--- src/rtl/axi_ctrl_pkg.sv ---
`default_nettype none
// ============================================================================
// Module      : axi_ctrl_pkg
// Description : Shared types and constants for the AXI4-Lite master control.
// Revision    : 1.0 - initial release
// ============================================================================
package axi_ctrl_pkg;

    typedef enum logic [2:0] {
        ST_IDLE    = 3'd0,
        ST_WR      = 3'd1,
        ST_WR_RESP = 3'd2,
        ST_RD_ADDR = 3'd3,
        ST_RD_DATA = 3'd4,
        ST_DONE    = 3'd5
    } state_e;

    localparam logic [1:0] CTRL_IDLE = 2'b00;
    localparam logic [1:0] CTRL_WR   = 2'b01;
    localparam logic [1:0] CTRL_RD   = 2'b10;
    localparam logic [1:0] CTRL_RSV  = 2'b11;

    localparam logic [1:0] RESP_OKAY   = 2'b00;
    localparam logic [1:0] RESP_SLVERR = 2'b10;

endpackage
`default_nettype wire

--- src/rtl/axi_watchdog.sv ---
`default_nettype none
// ============================================================================
// Module      : axi_watchdog
// Description : Saturating idle-cycle counter; flags expiry at TIMEOUT.
// Revision    : 1.0 - initial release
// ============================================================================
module axi_watchdog #(
    parameter int TIMEOUT = 255
) (
    input  logic i_clk,
    input  logic i_rst,
    input  logic i_clr,
    input  logic i_en,
    output logic o_expired
);

    localparam int CNT_W = (TIMEOUT < 2) ? 1 : $clog2(TIMEOUT + 1);
    localparam logic [CNT_W-1:0] c_limit = CNT_W'(TIMEOUT);

    logic [CNT_W-1:0] cnt_q;

    // Holds at the limit so a stalled transaction stays expired until cleared.
    always_ff @(posedge i_clk or negedge i_rst) begin
        if (!i_rst) begin
            cnt_q <= '0;
        end else if (i_clr) begin
            cnt_q <= '0;
        end else if (i_en && (cnt_q != c_limit)) begin
            cnt_q <= cnt_q + 1'b1;
        end
    end

    assign o_expired = (cnt_q == c_limit);

endmodule
`default_nettype wire

--- src/rtl/axi_lite_master_ctrl.sv ---
`default_nettype none
// ============================================================================
// Module      : axi_lite_master_ctrl
// Description : Runs one AXI4-Lite write or read per LSU command and reports
//               read data, response code and status back to the LSU.
// Revision    : 1.0 - initial release
// ============================================================================
module axi_lite_master_ctrl
    import axi_ctrl_pkg::*;
#(
    parameter int ADDR_W  = 32,
    parameter int DATA_W  = 32,
    parameter int TIMEOUT = 255
) (
    input  logic                i_clk,
    input  logic                i_rst,
    input  logic [ADDR_W-1:0]   i_cmd_addr,
    input  logic [DATA_W-1:0]   i_cmd_data,
    input  logic                i_cmd_sel,
    input  logic [DATA_W/8-1:0] i_cmd_strobe,
    input  logic [1:0]          i_cmd_ctrl,
    output logic [ADDR_W-1:0]   o_awaddr,
    output logic                o_awvalid,
    input  logic                i_awready,
    output logic [DATA_W-1:0]   o_wdata,
    output logic [DATA_W/8-1:0] o_wstrb,
    output logic                o_wvalid,
    input  logic                i_wready,
    input  logic [1:0]          i_bresp,
    input  logic                i_bvalid,
    output logic                o_bready,
    output logic [ADDR_W-1:0]   o_araddr,
    output logic                o_arvalid,
    input  logic                i_arready,
    input  logic [DATA_W-1:0]   i_rdata,
    input  logic [1:0]          i_rresp,
    input  logic                i_rvalid,
    output logic                o_rready,
    output logic                o_busy,
    output logic                o_done,
    output logic [DATA_W-1:0]   o_rd_data,
    output logic [1:0]          o_resp,
    output logic                o_timeout
);

    localparam int STRB_W = DATA_W / 8;

    state_e              state_q;
    logic                armed_q;
    logic [ADDR_W-1:0]   addr_q;
    logic [DATA_W-1:0]   data_q;
    logic [STRB_W-1:0]   strb_q;
    logic                awvalid_q;
    logic                wvalid_q;
    logic                bready_q;
    logic                arvalid_q;
    logic                rready_q;
    logic                busy_q;
    logic                done_q;
    logic [DATA_W-1:0]   rd_data_q;
    logic [1:0]          resp_q;
    logic                timeout_q;

    logic w_aw_hs, w_w_hs, w_b_hs, w_ar_hs, w_r_hs, w_any_hs;
    logic w_active, w_launch, w_rearm, w_expired, w_wd_clr;

    assign w_aw_hs  = awvalid_q & i_awready;
    assign w_w_hs   = wvalid_q  & i_wready;
    assign w_b_hs   = bready_q  & i_bvalid;
    assign w_ar_hs  = arvalid_q & i_arready;
    assign w_r_hs   = rready_q  & i_rvalid;
    assign w_any_hs = w_aw_hs | w_w_hs | w_b_hs | w_ar_hs | w_r_hs;

    assign w_active = (state_q == ST_WR) || (state_q == ST_WR_RESP) ||
                      (state_q == ST_RD_ADDR) || (state_q == ST_RD_DATA);

    assign w_launch = (state_q == ST_IDLE) && armed_q && i_cmd_sel &&
                      ((i_cmd_ctrl == CTRL_WR) || (i_cmd_ctrl == CTRL_RD));
    assign w_rearm  = !i_cmd_sel || (i_cmd_ctrl == CTRL_IDLE);

    // Every active state is entered either from IDLE or through a handshake,
    // so clearing outside the active states plus on handshakes covers entries.
    assign w_wd_clr = w_any_hs | ~w_active;

    axi_watchdog #(
        .TIMEOUT (TIMEOUT)
    ) u_watchdog (
        .i_clk     (i_clk),
        .i_rst     (i_rst),
        .i_clr     (w_wd_clr),
        .i_en      (w_active),
        .o_expired (w_expired)
    );

    always_ff @(posedge i_clk or negedge i_rst) begin
        if (!i_rst) begin
            state_q   <= ST_IDLE;
            armed_q   <= 1'b1;
            addr_q    <= '0;
            data_q    <= '0;
            strb_q    <= '0;
            awvalid_q <= 1'b0;
            wvalid_q  <= 1'b0;
            bready_q  <= 1'b0;
            arvalid_q <= 1'b0;
            rready_q  <= 1'b0;
            busy_q    <= 1'b0;
            done_q    <= 1'b0;
            rd_data_q <= '0;
            resp_q    <= RESP_OKAY;
            timeout_q <= 1'b0;
        end else begin
            done_q <= 1'b0;
            if (w_rearm) begin
                armed_q <= 1'b1;
            end

            if (w_active && w_expired) begin
                awvalid_q <= 1'b0;
                wvalid_q  <= 1'b0;
                bready_q  <= 1'b0;
                arvalid_q <= 1'b0;
                rready_q  <= 1'b0;
                resp_q    <= RESP_SLVERR;
                timeout_q <= 1'b1;
                busy_q    <= 1'b0;
                done_q    <= 1'b1;
                state_q   <= ST_DONE;
            end else begin
                case (state_q)
                    ST_IDLE: begin
                        if (w_launch) begin
                            armed_q   <= 1'b0;
                            timeout_q <= 1'b0;
                            addr_q    <= i_cmd_addr;
                            data_q    <= i_cmd_data;
                            strb_q    <= i_cmd_strobe;
                            busy_q    <= 1'b1;
                            if (i_cmd_ctrl == CTRL_WR) begin
                                awvalid_q <= 1'b1;
                                wvalid_q  <= 1'b1;
                                state_q   <= ST_WR;
                            end else begin
                                arvalid_q <= 1'b1;
                                state_q   <= ST_RD_ADDR;
                            end
                        end
                    end
                    ST_WR: begin
                        // AW and W complete independently; leave once both are done.
                        if ((w_aw_hs || !awvalid_q) && (w_w_hs || !wvalid_q)) begin
                            awvalid_q <= 1'b0;
                            wvalid_q  <= 1'b0;
                            bready_q  <= 1'b1;
                            state_q   <= ST_WR_RESP;
                        end else begin
                            if (w_aw_hs) awvalid_q <= 1'b0;
                            if (w_w_hs)  wvalid_q  <= 1'b0;
                        end
                    end
                    ST_WR_RESP: begin
                        if (w_b_hs) begin
                            bready_q <= 1'b0;
                            resp_q   <= i_bresp;
                            busy_q   <= 1'b0;
                            done_q   <= 1'b1;
                            state_q  <= ST_DONE;
                        end
                    end
                    ST_RD_ADDR: begin
                        if (w_ar_hs) begin
                            arvalid_q <= 1'b0;
                            rready_q  <= 1'b1;
                            state_q   <= ST_RD_DATA;
                        end
                    end
                    ST_RD_DATA: begin
                        if (w_r_hs) begin
                            rready_q  <= 1'b0;
                            rd_data_q <= i_rdata;
                            resp_q    <= i_rresp;
                            busy_q    <= 1'b0;
                            done_q    <= 1'b1;
                            state_q   <= ST_DONE;
                        end
                    end
                    ST_DONE: begin
                        state_q <= ST_IDLE;
                    end
                    default: begin
                        state_q <= ST_IDLE;
                    end
                endcase
            end
        end
    end

    assign o_awaddr  = addr_q;
    assign o_araddr  = addr_q;
    assign o_wdata   = data_q;
    assign o_wstrb   = strb_q;
    assign o_awvalid = awvalid_q;
    assign o_wvalid  = wvalid_q;
    assign o_bready  = bready_q;
    assign o_arvalid = arvalid_q;
    assign o_rready  = rready_q;
    assign o_busy    = busy_q;
    assign o_done    = done_q;
    assign o_rd_data = rd_data_q;
    assign o_resp    = resp_q;
    assign o_timeout = timeout_q;

endmodule
`default_nettype wire
--- config.mk ---
export PLATFORM = sky130hd
export DESIGN_NAME = axi_lite_master_ctrl
export DESIGN_NICKNAME = d
export VERILOG_FILES = /design/src/rtl/axi_ctrl_pkg.sv /design/src/rtl/axi_watchdog.sv /design/src/rtl/axi_lite_master_ctrl.sv
export SDC_FILE = /design/constraint.sdc
export NUM_CORES = 1
export LEC_CHECK = 0
export BUFFER_PORTS_ARGS = -buffer_cell sky130_fd_sc_hd__buf_2
export CAP_MARGIN = 20
export CORE_MARGIN = 10
export CORE_UTILIZATION = 35
export DETAILED_ROUTE_END_ITERATION = 10
export SLEW_MARGIN = 20
export SYNTH_ARGS = -nofsm -noshare
export SYNTH_HDL_FRONTEND = slang
export SYNTH_SLANG_ARGS = --single-unit
--- constraint.sdc ---
create_clock -name i_clk -period 3.5 [get_ports i_clk]
set_input_delay 0.35 -clock i_clk [delete_from_list [all_inputs] [get_ports i_clk]]
set_output_delay 0.35 -clock i_clk [all_outputs]
set_load 0.05 [all_outputs]
Yosys cells after proc, flatten, opt, wreduce, memory -nomap -nowiden
Cells that the tools add are included.
Word-level totals
  register bits: 122
  latch bits: 0
  memory bits (writable): 0
  bits in read-only memories: 0
  bits of input ports: 114
  output and inout bits: 142
  logic and storage cells: 135
  memories kept: 0
Operators by class
  $add $sub $neg: 1
  $mul: 0
  divide/modulo/power cells: 0
  order comparisons: 0
  equality and inequality tests: 17
  shift operators: 0
  multiplexer cells: 51
  bitwise logic cells: 12
  reduce and logical (&&, ||, !) cells: 38
Operators with widths (number)
  $mux W1: 30
  $mux W3: 6
  $mux W8: 2
  $reduce_and A4 Y1: 4
  $ne A3 B2 Y1 const B: 5
  $pmux W3 S5: 1
  $reduce_and A3 Y1: 5
  $reduce_bool A3 Y1: 5
  $pmux W1 S2: 6
  $add A8 B1 Y8 const B: 1
  $eq A8 B8 Y1 const B: 1
  $mux W2: 4
  $ne A4 B2 Y1 const B: 2
  $ne A8 B8 Y1 const B: 1
  $logic_or A1 B1 Y1: 7
  $eq A3 B2 Y1 const B: 2
  $logic_and A1 B1 Y1: 6
  $ne A3 B1 Y1 const B: 2
  $reduce_bool A2 Y1: 3
  $and A1 B1 Y1: 5
  $or A1 B1 Y1: 5
  $reduce_and A5 Y1: 1
  $pmux W2 S2: 1
  $reduce_bool A4 Y1: 1
  10 further kinds: 13

Logic depth before layout (Yosys ltp)
  depth in word-level cells: 7
  mapped depth: 7
  depth with buffers taken out: 6

By module
From an unflattened synthesis, not the netlist that was laid out.
Unflattened totals
  cell total of the unflattened synthesis: 387
  area, all modules: 5322.6 sq um
Modules (own cells, without submodules)
  axi_lite_master_ctrl: times used 1, cells each 340, area each 4848.4 sq um, seq. area each 2854.0 sq um
  axi_watchdog: times used 1, cells each 47, area each 474.2 sq um, seq. area each 200.2 sq um

Least setup slack after synthesis
OpenSTA, ideal clock, no wires.
  path type: input -> register
  from: input i_cmd_ctrl[1]
  to: register addr_q[0], in the netlist o_araddr[0]
  setup time: 0.125 ns
  arrival: 1.786 ns
  data required time: 3.375 ns
  path slack: 1.589 ns
  stages on the path: 6
  buffers on the path: 1
  path through: inv_1 ha_1 nand3_1 nor4_4 buf_6 mux2_2
Between the ends
  cells in the longest elaborated chain, start to end: 4
  elaborated cells between the ends (all ways): 5
  those cells by class: eq/ne: 2; reduce/logical: 3
Ends and longest elaborated chain
  start: declaration: RTL line axi_lite_master_ctrl.sv:21  | input logic [1:0] i_cmd_ctrl,
  $eq A2 B1 Y1 or $eq A2 B2 Y1 (tied branches): RTL line axi_lite_master_ctrl.sv:78  | ((i_cmd_ctrl == CTRL_WR) || (i_cmd_ctrl == CTRL_RD));
  $logic_or A1 B1 Y1 (*): RTL line axi_lite_master_ctrl.sv:78
  $logic_and A1 B1 Y1 (*): RTL line axi_lite_master_ctrl.sv:77  | assign w_launch = (state_q == ST_IDLE) && armed_q && i_cmd_sel &&
  $reduce_and A3 Y1 (no source line) (*)
  end signal: assignment: RTL line axi_lite_master_ctrl.sv:135  | addr_q <= i_cmd_addr;
  end: declaration: RTL line axi_lite_master_ctrl.sv:50  | logic [ADDR_W-1:0] addr_q;
Mark *: on every way between the ends. The rest lies on a longest branch, timed or not.
A chain may end at the register's enable or synchronous reset.

Worst setup path in the final report
  from: register state_q[2]
  to: register rd_data_q[28], in the netlist o_rd_data[28]
Between the ends
  cells in the longest elaborated chain, start to end: 7
  elaborated cells between the ends (all ways): 10
  those cells by class: eq/ne: 4; bitwise: 1; reduce/logical: 5
Ends and longest elaborated chain
  start: declaration: RTL line axi_lite_master_ctrl.sv:48  | state_e state_q;
  start signal: assignment: RTL line axi_lite_master_ctrl.sv:97  | state_q <= ST_IDLE;
  start signal: assignment: RTL line axi_lite_master_ctrl.sv:128  | state_q <= ST_DONE;
  start signal: assignment: RTL line axi_lite_master_ctrl.sv:142  | state_q <= ST_WR;
  $eq A3 B1 Y1 or $eq A3 B2 Y1 (tied branches): RTL line axi_lite_master_ctrl.sv:74  | assign w_active = (state_q == ST_WR) || (state_q == ST_WR_RESP) ||
  $logic_or A1 B1 Y1 (2 in a row): RTL line axi_lite_master_ctrl.sv:74
  $logic_or A1 B1 Y1: RTL line axi_lite_master_ctrl.sv:75  | (state_q == ST_RD_ADDR) || (state_q == ST_RD_DATA);
  $logic_and A1 B1 Y1: RTL line axi_lite_master_ctrl.sv:118  | if (w_active && w_expired) begin
  $not A1 Y1 (no source line)
  $reduce_and A3 Y1 (no source line) (*)
  end signal: assignment: RTL line axi_lite_master_ctrl.sv:180  | rd_data_q <= i_rdata;
  end: declaration: RTL line axi_lite_master_ctrl.sv:60  | logic [DATA_W-1:0] rd_data_q;
Marked as above.

==> metrics.yaml <==
outcome: "complete, but fails checks"
violations: "hold timing"
vias_per_cell: 4.80
slew-limit-headroom_pct: 44.2
critPathRequiredTime_ns: 3.79
syn-cell-area_mm2: 0.00536
reg2reg_setup_slack_ns: 0.97
synth_top_area_share_pct: 56.5
area_growth_pct: 33.0
clock_skew_ns: 0.00928
drv_slew: 0
final_nets: 732
fin_crit_ns: 2.53
crit-reg2reg-launch: "state_q[2]"
grt_setup_unrepaired: "no"
fin_setup_tns_ns: 0
grt_max_degree: 68
criticalPathCategory: "flip-flop to flip-flop"
fin_crit_sh_pct: 72.3
postCtsSetupRepairBufs: 0
placement.io_buffers: 255
startpoint_type: "flip-flop"
num_antenna_cells: 0
cp-end-kind: "flip-flop"
cap_violations: 0
crit_fanout: 32
yosysSeqAreaShare_pct: 57.0
synthCells: 385
start_util_pct: 35.5
hpwlAfterDp_um: 12100
drtAntennaViolNets: 0
grt_remaining_overflow: 0
numCtsBuffers: 17
syn_nets: 502
cts_max_path_buffers: 2
core_area_mm2: 0.0151
die-area_mm2: 0.0206
num_rows: 45
drive_gt1_share_pct: 63.0
synth_seq_cells: 122
postCtsHoldBufs: 0
grt_use_total_pct: 14.5
setup_viol: 0
die_x_um: 144
place.gp.congestion: 0.842
ys_types: 54
synth.area.top_cells: "dfrtp_1 57%, mux2_2 21%, buf_4 4.6%"
async_flop_share_pct: 100
cts-resized-gates: 0
synth_flop_cell: "dfrtp_1"
r2r_end: "o_rd_data[28]"
cts.sinks: 122
r2r_cells: 3
clk_latency_ns: 0.41
grt_first_pass_wirelength_um: 23100
drt_iter0_markers: 158
boundaryPins: 256
yosys.area.top_type: "dfrtp_1"
wirelength_um: 15300
dr.pass1.iters: 4
path_clk_slew_ns: 0.06
hold_viol_final: 4
antenna_found_initial: 1
grt_pass1_vias: 4234
synth_edf_count: 0
cts.htree.levels: 4
die_h_um: 144
holdWs_ns: -0.00626
cts_tree: "built"
drc: 0
tightest_slew_ns: 0.837
arrival_ns: 2.82
routedWlPerCell_um: 18.7
clockRootBuffer: "clkbuf_16"
hold_path_class: "input pin to async pin"
timing.fmax_mhz: 395
synth_warnings: 0
vias: 3908
syn_avg_cell_area_um2: 13.9
## registers in the layout (all words and copies together) (netlist names), 2 cells and up
register and cells:
o_araddr 32, o_rd_data 32, o_resp 2, o_wdata 32
o_wstrb 4, state_q 3, u_watchdog.cnt_q 8
## cell usage after synthesis, drive strengths merged, types with 2 or more instances
| library cell | count |
|---|---|
| mux2 | 102 |
| nor3 | 4 |
| ha | 3 |
| o21ai | 5 |
| a21oi | 8 |
| dfrtp | 121 |
| mux2i | 2 |
| o31ai | 2 |
| a211oi | 4 |
| buf | 45 |
| nand3b | 2 |
| nand2b | 2 |
| a21o | 2 |
| a22o | 2 |
| nor2 | 15 |
| nor2b | 5 |
| and2 | 2 |
| inv | 4 |
| nor3b | 4 |
| a2111oi | 2 |
| nand4 | 2 |
| nand2 | 16 |
| nand3 | 8 |
| clkbuf | 2 |
| o22ai | 2 |
## cells in the final DEF, fill, tap and decap left out, types with 2 or more instances in the layout
cell       instances
nor3b_2            2
nand3b_1           2
o21ai_0            5
buf_4              3
clkbuf_8           4
and2_1             2
mux2i_1            2
a211oi_1           3
nor2_1            15
mux2_1             3
mux2_2            99
nor3b_1            2
dfrtp_1          121
a21o_1             2
a22o_1             2
a21oi_1            8
inv_1              4
nor2b_1            5
nor3_1             3
o31ai_1            2
o22ai_1            2
nand2_1           16
clkbuf_1           4
ha_1               3
bufinv_16          3
nand2b_1           2
nand3_1            6
clkbuf_16         17
buf_2            254
## cell type report
cell class	instances	area [um^2]
inverter	4	15.0
timing repair buffer	258	1310
sequential	122	3050
fill	1392	7970
clock inverter	6	111
clock buffer	25	495
multi-input combinational	212	1900
tap	188	235
## how the worst max path moves through the flow
stage,startpoint,to,slack (ns),cells after the start
floorplan,i_cmd_ctrl[1],o_araddr[0],1.59,6
global placement,u_watchdog.cnt_q[0],o_rd_data[28],1.01,5
detailed placement,state_q[2],o_rd_data[28],0.92,3
CTS,state_q[2],o_rd_data[28],0.91,3
global route,state_q[2],o_rd_data[7],0.72,3
finish,state_q[2],o_rd_data[28],0.97,3
## per-layer routing
| layer | vias to the layer above | GRT usage, % | part of all wire, % |
|---|---|---|---|
| met3 | 23 | 6.40 | 9.3 |
| met5 | - | 0 | 0.085 |
| met1 | 1900 | 15.3 | 38 |
| met2 | 178 | 25.0 | 51 |
| met4 | 2 | 5.53 | 1.7 |
| li1 | 1805 | - | - |
## worst max-delay path, cell delays in order (launching register included)
cell and delay [ns]:
dfrtp_1 0.65, nor3b_2 0.45, nand3_2 0.70, mux2_1 0.58
## metrics by stage
| step | instance area, um^2 | hold WS [ns] | utilization, % | setup WS (ns) | std cells |
|---|---|---|---|---|---|
| 3_5_place_dp | 6520 | 0.462 | 43.2 | 0.922 | 784 |
| 2_1_floorplan | 5360 | 0.0544 | - | 1.59 | 385 |
| 5_1_grt | 7120 | 0.0397 | 47.2 | 0.724 | 815 |
| 3_3_place_gp | 6520 | 0.448 | 43.2 | 1.01 | 784 |
| 4_1_cts | 7120 | 0.0150 | 47.2 | 0.910 | 815 |
| 6_report | 7120 | -0.00626 | 47.2 | 0.971 | 815 |
## cell families after synthesis
group | Yosys count | share of synthesized area, %
mux | 104 | 21.8
compound gates | 38 | 5.35
buf+inv | 51 | 7.50
fa+ha+maj | 3 | 0.701
xor+xnor | 1 | 0.164
simple gates | 66 | 7.43
flops | 122 | 57.0
Power is not shown: default switching activity piles up to over one toggle a cycle in this logic, so the estimate is an artifact.
